===== config.mk =====
export PLATFORM = sky130hd
export DESIGN_NAME = instruction_fetch
export DESIGN_NICKNAME = d
export VERILOG_FILES = /design/src/rtl/ifetch_pkg.sv /design/src/rtl/ifetch_queue.sv /design/src/rtl/instruction_fetch.sv
export SDC_FILE = /design/constraint.sdc
export NUM_CORES = 1
export LEC_CHECK = 0
export ABC_AREA = 1
export ABC_CLOCK_PERIOD_IN_PS = 10400
export BUFFER_PORTS_ARGS = -buffer_cell sky130_fd_sc_hd__buf_4
export CORE_AREA = 2 2 121 182
export DETAILED_ROUTE_END_ITERATION = 7
export DIE_AREA = 0 0 123 184
export HOLD_SLACK_MARGIN = 0.1
export PLACE_DENSITY = 0.67
export SYNTH_ARGS = -nofsm -noshare
export SYNTH_HDL_FRONTEND = slang
export SYNTH_SLANG_ARGS = --single-unit
export TNS_END_PERCENT = 1

===== constraint.sdc =====
create_clock -name clk -period 10.4 [get_ports clk]
set_clock_uncertainty 0.05 [all_clocks]
set_input_delay 0.52 -clock clk [delete_from_list [all_inputs] [get_ports clk]]
set_output_delay 0.52 -clock clk [all_outputs]
set_load 0.02 [all_outputs]

===== src/rtl/ifetch_pkg.sv =====
// ----------------------------------------------------------------------------
// ifetch_pkg
// Shared definitions for the instruction fetch unit:
//   - ADDR_W / INST_W : address and instruction widths (32)
//   - PC_INC          : sequential fetch increment (4)
//   - ifetch_state_e  : fetch control states (RUN, DRAIN)
//   - ifetch_entry_t  : one instruction queue entry {pc, data}
//   - align_pc()      : force a PC onto a 4-byte boundary
// ----------------------------------------------------------------------------
package ifetch_pkg;

  localparam int unsigned ADDR_W = 32;
  localparam int unsigned INST_W = 32;

  localparam logic [ADDR_W-1:0] PC_INC = 32'd4;

  typedef enum logic [0:0] {
    ST_RUN   = 1'b0,
    ST_DRAIN = 1'b1
  } ifetch_state_e;

  typedef struct packed {
    logic [ADDR_W-1:0] pc;
    logic [INST_W-1:0] data;
  } ifetch_entry_t;

  function automatic logic [ADDR_W-1:0] align_pc(input logic [ADDR_W-1:0] pc);
    return pc & ~ADDR_W'(3);
  endfunction

endpackage


===== src/rtl/ifetch_queue.sv =====
// ----------------------------------------------------------------------------
// ifetch_queue
// Small FIFO of fetched instructions ({pc, data}) between the memory response
// path and the decode interface.
//   clk, rst_n     : clock, asynchronous active-low reset
//   flush_i        : drop all entries (wins over push/pop in the same cycle)
//   push_i         : write push_entry_i (accepted when not full, or when full
//                    and a pop happens in the same cycle)
//   pop_i          : remove the head entry (ignored when empty)
//   head_o         : current head entry (content undefined when empty)
//   full_o/empty_o : occupancy flags
//   count_o        : number of valid entries
// ----------------------------------------------------------------------------
module ifetch_queue
  import ifetch_pkg::*;
#(
  parameter int unsigned DEPTH = 2
) (
  input  logic                   clk,
  input  logic                   rst_n,
  input  logic                   flush_i,
  input  logic                   push_i,
  input  ifetch_entry_t          push_entry_i,
  input  logic                   pop_i,
  output ifetch_entry_t          head_o,
  output logic                   full_o,
  output logic                   empty_o,
  output logic [$clog2(DEPTH):0] count_o
);

  localparam int unsigned    PTR_W    = $clog2(DEPTH);
  localparam logic [PTR_W:0] FULL_CNT = (PTR_W + 1)'(DEPTH);

  ifetch_entry_t  mem_q [DEPTH];
  logic [PTR_W:0] rd_ptr_q;
  logic [PTR_W:0] wr_ptr_q;
  logic           do_push;
  logic           do_pop;

  // Pointers carry one extra wrap bit so full and empty are distinguishable.
  assign count_o = wr_ptr_q - rd_ptr_q;
  assign empty_o = (wr_ptr_q == rd_ptr_q);
  assign full_o  = (count_o == FULL_CNT);

  assign do_pop  = pop_i & ~empty_o;
  // A full queue can still take a push when the head leaves in the same cycle.
  assign do_push = push_i & (~full_o | do_pop);

  always_ff @(posedge clk or negedge rst_n) begin
    if (!rst_n) begin
      rd_ptr_q <= '0;
      wr_ptr_q <= '0;
    end else if (flush_i) begin
      rd_ptr_q <= '0;
      wr_ptr_q <= '0;
    end else begin
      if (do_push) wr_ptr_q <= wr_ptr_q + 1'b1;
      if (do_pop)  rd_ptr_q <= rd_ptr_q + 1'b1;
    end
  end

  // Storage needs no reset: entries are only visible between the pointers.
  always_ff @(posedge clk) begin
    if (do_push && !flush_i) begin
      mem_q[wr_ptr_q[PTR_W-1:0]] <= push_entry_i;
    end
  end

  assign head_o = mem_q[rd_ptr_q[PTR_W-1:0]];

endmodule


===== src/rtl/instruction_fetch.sv =====
// ----------------------------------------------------------------------------
// instruction_fetch
// Sequential instruction fetcher with redirect support and an instruction
// queue towards decode.
//   Parameters : RESET_PC (first fetch address), QUEUE_DEPTH (2..8, pow2)
//   clk, rst_n                              : clock, async active-low reset
//   imem_req_valid/ready, imem_req_addr     : memory request handshake
//   imem_resp_valid, imem_resp_data         : in-order responses, no stall
//   redirect_valid, redirect_pc             : new fetch target from the CPU
//   inst_valid/ready, inst_data, inst_pc,
//   inst_pc_plus4                           : instruction towards decode
// Optional build macro IFETCH_PERF_EN adds:
//   perf_fetched : instructions handed to decode (wrapping)
//   perf_stall   : cycles decode was ready but no instruction was available
// ----------------------------------------------------------------------------
module instruction_fetch
  import ifetch_pkg::*;
#(
  parameter logic [ADDR_W-1:0] RESET_PC    = 32'h0000_0000,
  parameter int unsigned       QUEUE_DEPTH = 2
) (
  input  logic              clk,
  input  logic              rst_n,
  output logic              imem_req_valid,
  input  logic              imem_req_ready,
  output logic [ADDR_W-1:0] imem_req_addr,
  input  logic              imem_resp_valid,
  input  logic [INST_W-1:0] imem_resp_data,
  input  logic              redirect_valid,
  input  logic [ADDR_W-1:0] redirect_pc,
  output logic              inst_valid,
  input  logic              inst_ready,
  output logic [INST_W-1:0] inst_data,
  output logic [ADDR_W-1:0] inst_pc,
  output logic [ADDR_W-1:0] inst_pc_plus4
`ifdef IFETCH_PERF_EN
  ,
  output logic [31:0]       perf_fetched,
  output logic [31:0]       perf_stall
`endif
);

  localparam int unsigned      CNT_W     = $clog2(QUEUE_DEPTH) + 1;
  localparam logic [CNT_W:0]   DEPTH_LIM = (CNT_W + 1)'(QUEUE_DEPTH);

  if (QUEUE_DEPTH < 2 || QUEUE_DEPTH > 8 || (QUEUE_DEPTH & (QUEUE_DEPTH - 1)) != 0) begin : g_bad_depth
    $error("instruction_fetch: QUEUE_DEPTH must be a power of two in 2..8");
  end

  ifetch_state_e     state_q, state_d;
  logic [ADDR_W-1:0] fetch_pc_q, fetch_pc_d;
  logic [CNT_W-1:0]  outst_q, outst_d;   // accepted requests awaiting a response
  logic              run_en_q;          // first cycle after reset issues nothing

  logic              accept;
  logic              resp_fire;
  logic              pop_raw;
  logic              credit_ok;
  logic [CNT_W:0]    inflight;
  logic [ADDR_W-1:0] resp_pc;

  logic              q_flush;
  logic              q_push;
  ifetch_entry_t     q_push_entry;
  ifetch_entry_t     q_head;
  logic              q_full;
  logic              q_empty;
  logic [CNT_W-1:0]  q_count;

  // --------------------------------------------------------------------------
  // Request side
  // --------------------------------------------------------------------------
  // An entry leaving the queue this cycle frees its slot, so a steady stream
  // with single-cycle memory keeps one instruction per cycle flowing.
  assign inflight  = {1'b0, q_count} - (CNT_W + 1)'(pop_raw) + {1'b0, outst_q};
  assign credit_ok = (inflight < DEPTH_LIM);

  assign imem_req_valid = run_en_q && (state_q == ST_RUN) && credit_ok;
  assign imem_req_addr  = fetch_pc_q;
  assign accept         = imem_req_valid & imem_req_ready;

  // Responses with nothing outstanding are leftovers from before a reset.
  assign resp_fire = imem_resp_valid && (outst_q != '0);

  // Outstanding requests are always consecutive, so the oldest one (the one
  // this response belongs to) sits that many words behind the fetch PC.
  assign resp_pc = fetch_pc_q - ADDR_W'({outst_q, 2'b00});

  assign q_push_entry = '{pc: resp_pc, data: imem_resp_data};

  always_comb begin
    state_d    = state_q;
    fetch_pc_d = accept ? (fetch_pc_q + PC_INC) : fetch_pc_q;
    outst_d    = outst_q + CNT_W'(accept) - CNT_W'(resp_fire);
    q_flush    = 1'b0;
    q_push     = 1'b0;

    if (redirect_valid) begin
      // Everything still in flight now belongs to the old path and must be
      // discarded as it returns.
      q_flush    = 1'b1;
      fetch_pc_d = align_pc(redirect_pc);
      state_d    = (outst_d != '0) ? ST_DRAIN : ST_RUN;
    end else begin
      unique case (state_q)
        ST_RUN: begin
          q_push = resp_fire && (!q_full || pop_raw);
        end
        ST_DRAIN: begin
          if (outst_d == '0) state_d = ST_RUN;
        end
        default: state_d = ST_RUN;
      endcase
    end
  end

  always_ff @(posedge clk or negedge rst_n) begin
    if (!rst_n) begin
      state_q    <= ST_RUN;
      fetch_pc_q <= RESET_PC;
      outst_q    <= '0;
      run_en_q   <= 1'b0;
    end else begin
      state_q    <= state_d;
      fetch_pc_q <= fetch_pc_d;
      outst_q    <= outst_d;
      run_en_q   <= 1'b1;
    end
  end

  // --------------------------------------------------------------------------
  // Instruction queue and decode side
  // --------------------------------------------------------------------------
  assign pop_raw = inst_valid & inst_ready;

  ifetch_queue #(
    .DEPTH (QUEUE_DEPTH)
  ) u_queue (
    .clk          (clk),
    .rst_n        (rst_n),
    .flush_i      (q_flush),
    .push_i       (q_push),
    .push_entry_i (q_push_entry),
    .pop_i        (pop_raw),
    .head_o       (q_head),
    .full_o       (q_full),
    .empty_o      (q_empty),
    .count_o      (q_count)
  );

  assign inst_valid    = ~q_empty;
  // Zero the payload while empty so decode never sees stale storage.
  assign inst_data     = q_empty ? '0 : q_head.data;
  assign inst_pc       = q_empty ? '0 : q_head.pc;
  assign inst_pc_plus4 = inst_pc + PC_INC;

`ifdef IFETCH_PERF_EN
  logic [31:0] perf_fetched_q;
  logic [31:0] perf_stall_q;

  always_ff @(posedge clk or negedge rst_n) begin
    if (!rst_n) begin
      perf_fetched_q <= '0;
      perf_stall_q   <= '0;
    end else begin
      // A handshake in a redirect cycle is squashed along with the queue.
      if (pop_raw && !redirect_valid) perf_fetched_q <= perf_fetched_q + 32'd1;
      if (inst_ready && !inst_valid)  perf_stall_q   <= perf_stall_q + 32'd1;
    end
  end

  assign perf_fetched = perf_fetched_q;
  assign perf_stall   = perf_stall_q;
`endif

endmodule


==> flow_metrics.py <==
metrics = {
    "sta": {
        "fin_setup_tns_ns": 0,
        "finalCritPeriodShare_pct": 47.5,
        "setup_violations": 0,
        "final_hold_viol_count": 0,
        "setup_ws_ns": 5.46,
        "slew_viol_final": 0,
        "relSlewSlack_pct": 26.1,
        "worst_pin_slew_ns": 1.11,
        "rsz0062_at_grt": "false",
        "fin_crit_ns": 4.94,
        "fmax_mhz": 202,
    },
    "hold_path": {
        "hp-start": "imem_resp_data[4]",
        "hold_depth": 1,
        "hold_class": "primary input to flop",
        "min_to": "u_queue.mem_q[1][4]",
    },
    "cells_and_area": {
        "antennaDiodeCount": 0,
        "multi_input_area_sq_mm": 0.00390,
        "seq_area_sq_mm": 0.00468,
        "fillers": 2035,
        "syn_to_final_growth_pct": 23.1,
        "fin_nets": 1436,
        "drive_above_1_share_pct": 18.9,
        "fin_cells": 1636,
    },
    "placed_design": {
        "pre_cts_slack_ns": 5.37,
        "gp_congestion": 0.962,
        "hpwl_mm": 18.8,
        "place_inst": 1603,
        "port_buffers": 191,
    },
    "pwr": {
        "pwr_density_cell_mw_per_mm2": 236,
        "leakage_nw": 5.53,
        "ir_drop_mv": 0.144,
    },
    "worst_setup_path": {
        "start_kind": "flop",
        "critPathBufInv": 4,
        "cp_max_fo": 90,
        "path_class": "flop to flop",
        "r2r_cells": 14,
        "reg2reg_to": "imem_req_addr[4]",
        "critical-path-top-delay-family": "simple AND/OR/NAND/NOR gates",
        "r2r-start": "u_queue.wr_ptr_q[0]",
        "max_stage_delay_ns": 0.85,
        "slowest_stage": "nor2_2",
        "crit_top_cell": "inv_1",
        "required_ns": 10.70,
        "reg2reg_slack_ns": 5.46,
        "cp_cell_sequence": "inv_1, ha_1, nand3_4, nand2_1, inv_1, ha_1, inv_1, nand2_1, fa_1, xor2_1, nand4_1, nor2_2, inv_1, o211ai_1",
        "end_kind": "flop",
        "crit_arrival_ns": 5.24,
    },
    "synth": {
        "yosysWarnings": 0,
        "synthTopCellsByCount": "nand2_1 (473), inv_1 (144), edfxtp_1 (124)",
        "synth.ff_latch_count": 162,
        "yosysUniqueCellTypes": 37,
        "synth_top_area_share_pct": 39.9,
        "synth_edf_count": 124,
        "synthTopCellsByArea": "edfxtp_1 (40%), nand2_1 (19%), dfrtp_1 (10%), inv_1 (5.8%), xor2_1 (5.0%)",
        "yosys.cell_count.top_type": "nand2_1",
        "synth_ff_type": "edfxtp_1",
        "ys_async_sr_fraction_pct": 23.5,
        "ys_seq_area_share_pct": 50.0,
        "netlist_area_sq_mm": 0.00934,
        "synth.avg_cell_area_sq_um": 7.92,
        "synth_cells": 1180,
        "yosysTopAreaCell": "edfxtp_1",
    },
    "clock_network": {
        "clock_sinks": 162,
        "clk_path_buf_depth": 2,
        "cts-buffers-inserted": 17,
        "cts_tree": "done",
        "cts_setup_buffers": 0,
        "cts-root-buf": "clkbuf_16",
        "worstSkewPairLatency_ns": 0.44,
        "cts_hold_buf": 1,
        "cts_resized": 0,
        "clk_pin_slew_ns": 0.07,
        "htreeDepth": 4,
    },
    "floorplan": {
        "num_io_pins": 200,
        "die_area_sq_mm": 0.0226,
        "core_sq_mm": 0.0210,
        "fp.dieH_um": 184,
        "die_w_um": 123,
        "rows": 65,
        "start_util_pct": 44.5,
    },
    "detailed_routing": {
        "first_pass_iters": 5,
        "via_count": 7974,
        "drc": 0,
        "avgViaCountPerCell": 4.87,
        "drt_iter0_markers": 439,
        "wl_per_cell_um": 15.5,
        "postRouteAntennaNets": 0,
        "wirelength_mm": 25.4,
    },
    "run_status": {
        "run_status": "completed",
    },
    "global_route": {
        "grt.total_usage_pct": 22.8,
        "grt_pass1_wl_mm": 39.4,
        "grt_pass1_vias": 7654,
        "antenna_found_initial": 0,
        "grt_overflow": 0,
        "grt_max_degree": 91,
    },
    "flow_run": {
        "max_cap_viol_count": 0,
    },
}
[metal layers]
metal	share of wire, %	track usage, %	vias to the layer above
met1	38	24.7	3656
met4	4.3	11.5	0
li1	-	-	4054
met5	0	0	-
met3	5.3	4.59	53
met2	52	41.4	211
[power by group]
part | leakage, nW | internal (mW) | total (mW) | switching [mW]
combinational | 3.65 | 0.422 | 1.24 | 0.816
sequential | 1.59 | 0.792 | 0.864 | 0.0716
clock | 0.286 | 0.322 | 0.613 | 0.291
[worst max-delay path by stage]
| stage | cells past startpoint | from | endpoint |
|---|---|---|---|
| floorplan | 8 | u_queue.wr_ptr_q[0] | u_queue.mem_q[0][0] |
| global placement | 14 | u_queue.wr_ptr_q[0] | imem_req_addr[4] |
| detailed placement | 14 | u_queue.wr_ptr_q[0] | imem_req_addr[4] |
| CTS | 14 | u_queue.wr_ptr_q[0] | imem_req_addr[4] |
| global route | 14 | u_queue.wr_ptr_q[0] | imem_req_addr[4] |
| finish | 14 | u_queue.wr_ptr_q[0] | imem_req_addr[4] |
[metrics by stage]
| stage | util, % | hold WS (ns) | area, sq um | total power, mW |
|---|---|---|---|---|
| 6_report | 54.8 | 0.217 | 11500 | 2.71 |
| 2_1_floorplan | - | 0.174 | 9360 | 1.66 |
| 5_1_grt | 54.8 | 0.199 | 11500 | 2.89 |
| 3_3_place_gp | 52.0 | 0.481 | 10900 | 2.11 |
| 4_1_cts | 54.8 | 0.198 | 11500 | 2.74 |
| 3_5_place_dp | 52.0 | 0.486 | 10900 | 2.12 |
[cell families (layout without fill, tap and decap cells)]
| family | count (synthesis) | count (layout) | share of synthesized area, % |
|---|---|---|---|
| xor+xnor | 55 | 55 | 5.16 |
| buf+inv | 190 | 373 | 8.65 |
| compound gates | 45 | 45 | 2.85 |
| simple gates | 715 | 715 | 31.6 |
| other cells | 2 | 7 | 0.0804 |
| fa+ha+maj | 11 | 11 | 1.63 |
| flops | 162 | 162 | 50.0 |
[layout by cell type (no fill, tap or decap), types with 10 or more instances in the layout]
cell	count
nor3_1	23
inv_1	144
o21ai_0	23
xor2_1	53
nand2_1	473
dfrtp_1	37
clkbuf_16	17
nor2_1	106
nand3_1	72
edfxtp_1	124
o211ai_1	10
buf_4	194
[cell type report]
type	instances	share of cell area [%]
clock buffers	17	3.70
clock inverters	15	1.33
well taps	268	2.92
multi-input cells	833	33.9
repair buffers	195	12.8
inverters	146	4.77
flip-flops and latches	162	40.7
[flip-flops by register name, indices dropped and copies added, names as in the netlist]
signal            flops
imem_req_addr        30
u_queue.mem_q       124
u_queue.rd_ptr_q      2
u_queue.wr_ptr_q      2
run_en_q              1
state_q               1
outst_q               2
(Power assumes the default switching activity.)
